## config.mk

```make
export PLATFORM = sky130hd
export DESIGN_NAME = branch_resolve_unit
export DESIGN_NICKNAME = d
export VERILOG_FILES = /design/src/rtl/branch_resolve_unit.sv
export SDC_FILE = /design/constraint.sdc
export NUM_CORES = 1
export LEC_CHECK = 0
export BUFFER_PORTS_ARGS = -buffer_cell sky130_fd_sc_hd__buf_2
export CAP_MARGIN = 20
export CORE_MARGIN = 4
export CORE_UTILIZATION = 60
export CTS_CLUSTER_SIZE = 16
export DETAILED_ROUTE_END_ITERATION = 12
export GPL_ROUTABILITY_DRIVEN = 0
export GPL_TIMING_DRIVEN = 0
export HOLD_SLACK_MARGIN = 0.06
export PLACE_DENSITY_LB_ADDON = 0.05
export SLEW_MARGIN = 10
export SYNTH_ARGS = -nofsm -noshare
export SYNTH_HDL_FRONTEND = slang
export SYNTH_SLANG_ARGS = --single-unit
```

## constraint.sdc

```tcl
create_clock -name clk -period 5.2 [get_ports clk]
set_input_delay 0 -clock clk [delete_from_list [all_inputs] [get_ports clk]]
set_output_delay 0 -clock clk [all_outputs]
set_load 0.005 [all_outputs]
```

## src/rtl/branch_resolve_unit.sv

```systemverilog
// Execute-stage branch resolver: evaluates conditional branches, CALL and RET,
// maintains a circular return-address stack and drives the post-redirect squash window.
module branch_resolve_unit #(
  parameter int unsigned ADDR_W    = 16,
  parameter int unsigned DATA_W    = 16,
  parameter int unsigned SHADOW    = 2,
  parameter int unsigned RAS_DEPTH = 4
) (
  input  logic              clk,
  input  logic              reset,
  input  logic              br_valid,
  input  logic [2:0]        br_op,
  input  logic [ADDR_W-1:0] br_pc,
  input  logic [ADDR_W-1:0] br_offset,
  input  logic [DATA_W-1:0] rs1_val,
  input  logic [DATA_W-1:0] rs2_val,
  output logic              branch_taken,
  output logic [ADDR_W-1:0] w_instruction_address,
  output logic              link_valid,
  output logic [ADDR_W-1:0] link_addr,
  output logic              squash,
  output logic              ras_overflow,
  output logic              ras_underflow
);

  localparam int unsigned SP_W  = $clog2(RAS_DEPTH);
  localparam int unsigned CNT_W = SP_W + 1;
  localparam int unsigned SQ_W  = (SHADOW > 0) ? $clog2(SHADOW + 1) : 1;

  typedef enum logic [2:0] {
    OpBeq  = 3'b000,
    OpBne  = 3'b001,
    OpBlt  = 3'b010,
    OpBge  = 3'b011,
    OpBltu = 3'b100,
    OpBgeu = 3'b101,
    OpCall = 3'b110,
    OpRet  = 3'b111
  } br_op_e;

  logic [ADDR_W-1:0] stack_q [RAS_DEPTH];
  logic [SP_W-1:0]   sp_q;
  logic [CNT_W-1:0]  count_q;
  logic [SQ_W-1:0]   shadow_q;

  br_op_e            op;
  logic              accept;
  logic              cond_taken;
  logic              is_call;
  logic              is_ret;
  logic              taken;
  logic              ras_empty;
  logic              ras_full;
  logic [SP_W-1:0]   sp_dec;
  logic [ADDR_W-1:0] branch_target;
  logic [ADDR_W-1:0] return_addr;
  logic [ADDR_W-1:0] target;

  assign op        = br_op_e'(br_op);
  assign squash    = (shadow_q != '0);
  assign accept    = br_valid & ~squash;
  assign ras_empty = (count_q == '0);
  assign ras_full  = (count_q == CNT_W'(RAS_DEPTH));
  assign sp_dec    = sp_q - SP_W'(1);

  // Address arithmetic is modulo 2^ADDR_W; carries are intentionally dropped.
  assign branch_target = br_pc + br_offset;
  assign return_addr   = br_pc + ADDR_W'(1);

  always_comb begin
    cond_taken = 1'b0;
    is_call    = 1'b0;
    is_ret     = 1'b0;
    unique case (op)
      OpBeq:  cond_taken = (rs1_val == rs2_val);
      OpBne:  cond_taken = (rs1_val != rs2_val);
      OpBlt:  cond_taken = ($signed(rs1_val) <  $signed(rs2_val));
      OpBge:  cond_taken = ($signed(rs1_val) >= $signed(rs2_val));
      OpBltu: cond_taken = (rs1_val <  rs2_val);
      OpBgeu: cond_taken = (rs1_val >= rs2_val);
      OpCall: is_call    = 1'b1;
      OpRet:  is_ret     = 1'b1;
    endcase
  end

  always_comb begin
    taken  = cond_taken | is_call | is_ret;
    target = branch_target;
    if (is_ret) begin
      // An empty stack falls back to the register-supplied return target.
      target = ras_empty ? ADDR_W'(rs1_val) : stack_q[sp_dec];
    end
  end

  always_ff @(posedge clk or posedge reset) begin
    if (reset) begin
      branch_taken          <= 1'b0;
      w_instruction_address <= '0;
      link_valid            <= 1'b0;
      link_addr             <= '0;
      ras_overflow          <= 1'b0;
      ras_underflow         <= 1'b0;
      sp_q                  <= '0;
      count_q               <= '0;
      shadow_q              <= '0;
      for (int i = 0; i < int'(RAS_DEPTH); i++) begin
        stack_q[i] <= '0;
      end
    end else begin
      branch_taken  <= accept & taken;
      link_valid    <= accept & is_call;
      ras_overflow  <= accept & is_call & ras_full;
      ras_underflow <= accept & is_ret & ras_empty;

      if (accept && taken) begin
        w_instruction_address <= target;
      end

      if (accept && is_call) begin
        link_addr     <= return_addr;
        stack_q[sp_q] <= return_addr;
        sp_q          <= sp_q + SP_W'(1);
        if (!ras_full) begin
          count_q <= count_q + CNT_W'(1);
        end
      end else if (accept && is_ret && !ras_empty) begin
        sp_q    <= sp_dec;
        count_q <= count_q - CNT_W'(1);
      end

      if (accept && taken) begin
        shadow_q <= SQ_W'(SHADOW);
      end else if (shadow_q != '0) begin
        shadow_q <= shadow_q - SQ_W'(1);
      end
    end
  end

endmodule

```

==> results of run 1 <==
area by class of cell:
| type | instances | area (µm²) | share of cell area, % |
|---|---|---|---|
| Multi-Input combinational cell | 464 | 3230 | 45.3 |
| Sequential cell | 107 | 2680 | 37.5 |
| Timing Repair Buffer | 108 | 571 | 8.00 |
| Buffer | 30 | 144 | 2.02 |
| Clock inverter | 6 | 78.8 | 1.10 |
| Clock buffer | 10 | 138 | 1.93 |
| Tap cell | 133 | 166 | 2.33 |
| Inverter | 34 | 130 | 1.82 |
through the flow:
step | total power, W | instances | hold WS, ns | worst slack [ns] | area (µm²)
finish | 0.00301 | 892 | 0.0845 | 1.11 | 7140
global route | 0.00322 | 892 | 0.0836 | 0.734 | 7140
CTS | 0.00302 | 892 | 0.0615 | 1.08 | 7140
detailed placement | 0.00246 | 873 | 0.224 | 1.09 | 6890
global placement | 0.00239 | 872 | 0.340 | 1.14 | 6870
floorplan | 0.00206 | 635 | 0.0848 | 1.97 | 6180
power breakdown:
part / internal, W / total, W / switching [W]
clock: 0.000248 / 0.000558 / 0.000310
combinational: 0.000556 / 0.00116 / 0.000602
sequential: 0.00112 / 0.00129 / 0.000166
total: 0.00193 / 0.00301 / 0.00108
registers in the layout, summed over array words and instances, names as in the netlist:
| register | count |
|---|---|
| link_addr | 16 |
| branch_taken | 1 |
| link_valid | 1 |
| w_instruction_address | 16 |
| ras_overflow | 1 |
| sp_q | 2 |
| stack_q | 64 |
| ras_underflow | 1 |
| shadow_q | 2 |
| count_q | 3 |
kinds of logic after synthesis:
| logic type | Yosys count |
|---|---|
| and+or+nand+nor | 197 |
| AOI/OAI and AO/OA | 157 |
| DFF | 107 |
| buffers and inverters | 64 |
| muxes | 47 |
| adders and majority gates | 39 |
| xor gates and xnor gates | 24 |
critical path: stages (launching register included):
cell and delay [ns]:
dfrtp_1 0.40, clkbuf_1 0.55, clkbuf_1 0.53, inv_1 0.15, ha_1 0.31, clkbuf_1 0.60, buf_2 0.42, mux4_2 0.57
mux2i_1 0.17, nor2_1 0.05, a21oi_1 0.13, a21oi_1 0.08
worst paths after layout:
kind                            cells after the start                     from  slack [ns]                              endpoint
worst max-delay path                               11      sp_q[0]$_DFFE_PP0P_        1.11  w_instruction_address[5]$_DFFE_PP0P_
worst min-delay path                                3                 br_pc[4]        0.08                stack_q[4]$_DFFE_PP0P_
worst max register to register                     11      sp_q[0]$_DFFE_PP0P_        1.11  w_instruction_address[5]$_DFFE_PP0P_
worst min register to register                      2  stack_q[16]$_DFFE_PP0P_        0.49               stack_q[16]$_DFFE_PP0P_
max in group asynchronous                           4                    reset        4.16               shadow_q[0]$_DFFE_PP0P_
min in group asynchronous                           3                    reset        0.34               stack_q[47]$_DFFE_PP0P_
cell usage in the layout, fill, tap and decap left out, types with 3 or more instances in the layout:
cell,instances
xnor2_1,13
a21o_1,5
clkbuf_1,20
xor2_1,11
o31ai_1,3
nand3_1,13
o31a_1,3
dlygate4sd3_1,4
nor2b_1,4
o21ai_0,77
o21a_1,5
nor2_1,45
or2_2,4
or3_1,4
clkbuf_8,11
a21oi_1,40
nand2_1,88
dfrtp_1,107
o311ai_0,4
a211oi_1,4
inv_1,32
nand4_1,6
nand2b_1,4
buf_2,107
mux2i_1,17
buf_1,3
and3_1,4
ha_1,37
o211ai_1,4
mux2_2,12
mux4_2,16
nor3_1,12
routing by layer:
metal | vias to the layer above | track usage (%) | routed length, µm
met5 | - | 0 | 0
met3 | 32 | 3.46 | 970
met2 | 184 | 45.9 | 7650
met1 | 2519 | 38.2 | 7150
met4 | 0 | 9.26 | 386
li1 | 2476 | - | -
==> metrics.cfg, run 1 <==
[synth]
synth-simple-area-share_pct = 14.9
ys_types = 59
ys_seq_area_share_pct = 43.3
syn_nets = 744
syn_avg_cell_area_um2 = 9.73
yosysMostFrequentCell = dfrtp_1
synth_seq_cells = 107
yosys.area.top_type = dfrtp_1
synth_top_area_share_pct = 43.3
synthAdderAreaFrac_pct = 8.14
synth_common_cells = dfrtp_1 (107), nand2_1 (88), o21ai_0 (77)
synth_edf_count = 0
synthArstFlopShare_pct = 100
synth_compound_area_share_pct = 14.7
synthCells = 635
yosys_warnings = 0
synth_flop_cell = dfrtp_1
synth_top_family_by_area = simple AND/OR/NAND/NOR gates
synth_xor_area_share_pct = 3.40
syn-cell-area_um2 = 6180
muxShareOfSynthArea_pct = 11.1
synth.top_cells.by_area = dfrtp_1 (43%), ha_1 (7.5%), o21ai_0 (6.2%), mux4_2 (5.8%), nand2_1 (5.3%)

[detailed_routing]
dr_total_vias = 5211
via_per_inst = 5.84
drc = 0
wl_per_cell_um = 18.1
drtIter0Drc = 402
ant_nets = 0
first_pass_iters = 5
wirelength_mm = 16.2

[clock_tree]
cts_made_buffers = 9
clock_latency_ns = 0.36
post_cts_buffers = 0
postCtsHoldBufs = 3
clock_path_buffers = 2
ctsRootBufferMaster = clkbuf_8
cts.sinks = 107
post_cts_resized = 0
clk_pin_slew_worst_paths_ns = 0.11
cts_tree = done
htree_num_levels = 3

[die]
die_w_um = 109
rows = 36
fp.coreArea_um2 = 9910
pin_count = 107
die_h_um = 109
fp.dieArea_um2 = 12000
initial_core_util_pct = 62.4

[critical_path]
crit_path_max_fanout = 10
criticalPathCategory = reg2reg
cp-end-kind = flip-flop
arrival_ns = 4.34
cp.required_ns = 5.45
startpoint_type = flip-flop

[placement]
port_buffers = 104
dp_hpwl_mm = 12.5

[sta]
finalCritPeriodShare_pct = 78.6
finalSetupTns_ns = 0
slew_viol_final = 0
hold_viol_final = 0
tightestPinTransition_ns = 0.830
skew_ns = 0.00993
setup_viol_count_final = 0
clock.fmax_mhz = 245
slew_headroom_pct = 44.7
min_period_ns = 4.09
rsz0062_at_grt = false

[global_route]
grtUsageTotal_pct = 27.7
antenna_found_initial = 0
grt_max_degree = 70
grt_pass1_wl_mm = 25.5
grt_pass1_vias = 5180
grt_overflow = 0

[power_and_ir_drop]
vdd_ir_drop_max_mv = 0.284
leakagePower_nw = 3.36
pwr_density_cell_nw_per_um2 = 421

[layout]
nets = 863
fill_cells = 789
n_antenna_cell = 0
drive_above_1_share_pct = 22.5
areaGrowthSynthToFinish_pct = 15.5
fin_util_pct = 72.0

[outcome]
status = finished clean

[hold_path]
hp-class = in2reg

[flow_run]
cap_viol_max_count = 0

No activity file was read; power rests on OpenSTA's default activity.
==> inputs of run 2 (changes only) <==
--- a/config.mk
+++ b/config.mk
@@ -8,7 +8,7 @@
 export BUFFER_PORTS_ARGS = -buffer_cell sky130_fd_sc_hd__buf_2
 export CAP_MARGIN = 20
 export CORE_MARGIN = 4
-export CORE_UTILIZATION = 60
+export CORE_UTILIZATION = 51
 export CTS_CLUSTER_SIZE = 16
 export DETAILED_ROUTE_END_ITERATION = 12
 export GPL_ROUTABILITY_DRIVEN = 0
==> constraint.sdc (replaced) <==
create_clock -name clk -period 3.7 [get_ports clk]
set_input_delay 0 -clock clk [delete_from_list [all_inputs] [get_ports clk]]
set_output_delay 0 -clock clk [all_outputs]
set_load 0.005 [all_outputs]
==> run 2 against run 1 <==
Net effect:
- via count fell by 2.8%
- register-to-register slack got worse by 0.73 ns
- total power rose by 46%
- final area rose by 1.3%
- count of clock-buffer cells in the layout did not move
- clock power rose by 70%
- die area rose by 16%
- clock skew barely moved
- largest cell class unchanged
- largest power group unchanged
==> metrics.cfg, run 2 (synthesis results as in run 1) <==
[sta]
slew_viol_final = 0  ; unchanged
slew_headroom_pct = 44.9  ; +0.21 points
finalCritPeriodShare_pct = 89.7  ; +11 points
tightestPinTransition_ns = 0.816  ; -0.0139 ns
setup_viol_count_final = 0  ; unchanged
min_period_ns = 3.32  ; -0.766 ns
clock.fmax_mhz = 301  ; +23%
hold_viol_final = 0  ; unchanged
finalSetupTns_ns = 0  ; unchanged
skew_ns = 0.00966  ; -0.000274 ns
rsz0062_at_grt = false

[detailed_routing]
drc = 0  ; unchanged
ant_nets = 0  ; unchanged
wl_per_cell_um = 17.8  ; -1.5%
via_per_inst = 5.62  ; -3.8%
wirelength_mm = 16.1  ; -0.50%
drtIter0Drc = 288  ; -28%
dr_total_vias = 5064  ; -2.8%
first_pass_iters = 4  ; -1

[clock_tree]
htree_num_levels = 3  ; unchanged
clock_path_buffers = 2  ; unchanged
clk_pin_slew_worst_paths_ns = 0.08  ; -0.03 ns
cts.sinks = 107  ; unchanged
ctsRootBufferMaster = clkbuf_16
post_cts_buffers = 0  ; unchanged
clock_latency_ns = 0.35  ; about the same
cts_made_buffers = 9  ; unchanged
cts_tree = done

[hold_path]
min_from = rs1_val[0]
hp-class = in2reg
min_to = w_instruction_address[0]$_DFFE_PP0P_
holdPathStages = 4  ; +1

[die]
pin_count = 107  ; unchanged
rows = 39  ; +8.3%
die_w_um = 118  ; +7.8%
fp.coreArea_um2 = 11600  ; +17%
initial_core_util_pct = 53.2  ; -9.2 points
fp.dieArea_um2 = 13900  ; +16%
die_h_um = 118  ; +7.8%

[layout]
fin_cells = 901  ; +1.0%
areaGrowthSynthToFinish_pct = 16.9
n_antenna_cell = 0  ; unchanged
largest_reg_flops = 64  ; unchanged
nets = 862  ; -0.12%
drive_above_1_share_pct = 22.7  ; +0.16 points
fin_util_pct = 62.2  ; -9.8 points
top_regs = stack_q (64), link_addr (16), w_instruction_address (16)
final_cell_mix = buf_2 (107), dfrtp_1 (107), nand2_1 (88)
regMostFlops = stack_q

[critical_path]
criticalPathCategory = reg2reg
r2r-start = sp_q[0]$_DFFE_PP0P_
r2r_cells = 10  ; -1
cp.required_ns = 3.93  ; -1.52 ns
cp-end-kind = flip-flop
startpoint_type = flip-flop
arrival_ns = 3.55  ; -0.79 ns
crit_path_max_fanout = 10  ; unchanged
rrSetupSlack_ns = 0.38  ; -0.73 ns
r2r-end = w_instruction_address[5]$_DFFE_PP0P_

[global_route]
grt_max_degree = 61  ; -13%
grt_pass1_vias = 5086  ; -1.8%
grt_overflow = 0  ; unchanged
grt_pass1_wl_mm = 26.2  ; +2.8%
grtUsageTotal_pct = 23.4  ; -4.4 points
antenna_found_initial = 0  ; unchanged

[outcome]
status = finished clean

[power_and_ir_drop]
pwr_density_cell_nw_per_um2 = 607  ; +44%
sw_frac_of_total_pct = 35.1  ; -0.76 points
share_comb_of_total_power_pct = 36.9  ; -1.6 points
vdd_ir_drop_max_mv = 0.404  ; +42%
pwr-share-seq_pct = 41.4  ; -1.5 points
intPower_w = 0.00284  ; +48%
clock_power_share_pct = 21.6  ; +3.0 points
leakagePower_nw = 3.39  ; +1.0%
power.switching_w = 0.00154  ; +43%

[flow_run]
cap_viol_max_count = 0  ; unchanged

[placement]
port_buffers = 104  ; unchanged
placedCellCount = 883  ; +1.1%
dp_hpwl_mm = 12.9  ; +3.3%

## run 2: cell types whose count changed in the layout (fill, tap and decap cells not counted), sizes merged
cell	before	now
bufinv	1	0
clkbuf	31	30
clkinvlp	0	1
## run 2: worst max-delay path by stage
| stage | from | endpoint | slack [ns] | depth (start not counted) |
|---|---|---|---|---|
| 4_1_cts | sp_q[0]$_DFFE_PP0P_ | w_instruction_address[5]$_DFFE_PP0P_ | 0.03 | 10 |
| 3_3_place_gp | sp_q[0]$_DFFE_PP0P_ | w_instruction_address[5]$_DFFE_PP0P_ | -0.35 | 11 |
| 6_report | sp_q[0]$_DFFE_PP0P_ | w_instruction_address[5]$_DFFE_PP0P_ | 0.38 | 10 |
| 3_5_place_dp | sp_q[0]$_DFFE_PP0P_ | w_instruction_address[5]$_DFFE_PP0P_ | -0.38 | 11 |
| 5_1_grt | sp_q[0]$_DFFE_PP0P_ | w_instruction_address[5]$_DFFE_PP0P_ | 0.07 | 10 |
| 2_1_floorplan | sp_q[0]$_DFFE_PP0P_ | w_instruction_address[5]$_DFFE_PP0P_ | 0.47 | 11 |
## run 2: what timing repair did
item	4_1_cts	5_1_grt
gates resized for setup	1	2
hold buffers	3	0
endpoints found under the setup margin	16	6
endpoints found under the hold margin	53	0
## run 2: critical path, stage by stage, from the launching register on
cell      delay, ns
dfrtp_1        0.38
clkbuf_2       0.31
clkbuf_2       0.33
inv_1          0.10
ha_1           0.67
buf_2          0.40
mux4_2         0.58
mux2i_1        0.15
nor2_1         0.06
a21oi_1        0.14
a21oi_1        0.08
## run 2: per-stage QoR
step / power (W) / hold WS (ns) / area [µm²] / setup WS, ns
6_report: 0.00438 / 0.0904 / 7230 / 0.380
3_3_place_gp: 0.00338 / 0.336 / 6880 / -0.349
2_1_floorplan: 0.00289 / 0.0848 / 6180 / 0.474
5_1_grt: 0.00470 / 0.116 / 7230 / 0.0695
4_1_cts: 0.00442 / 0.0828 / 7220 / 0.0333
3_5_place_dp: 0.00346 / 0.0673 / 6910 / -0.383
## run 2: final cells by class
class,count,area [µm²]
inverters,34,133
well taps,143,179
repair buffers,108,578
flip-flops and latches,107,2680
clock inverters,6,56.3
plain buffers,29,143
fillers,1025,4390
clock buffers,10,229
multi-input cells,464,3230
## run 2: metal layers
metal / routed length [µm] / up-vias / global-route usage, % / share of wire, %
met1: 7260 / 2446 / 32.2 / 45
met2: 7840 / 126 / 38.4 / 49
met5: 0 / - / 0 / 0
li1: - / 2480 / - / -
met4: 174 / 0 / 5.05 / 1.1
met3: 801 / 12 / 4.61 / 5.0
## run 2: power groups by stage
stage                     combinational (W)  sequential (W)  clock, W
after floorplan                     0.00109         0.00180         0
after global placement              0.00158         0.00181         0
after detailed placement            0.00163         0.00183         0
after CTS                           0.00164         0.00182  0.000963
after global routing                0.00182         0.00187   0.00102
final                               0.00162         0.00182  0.000949
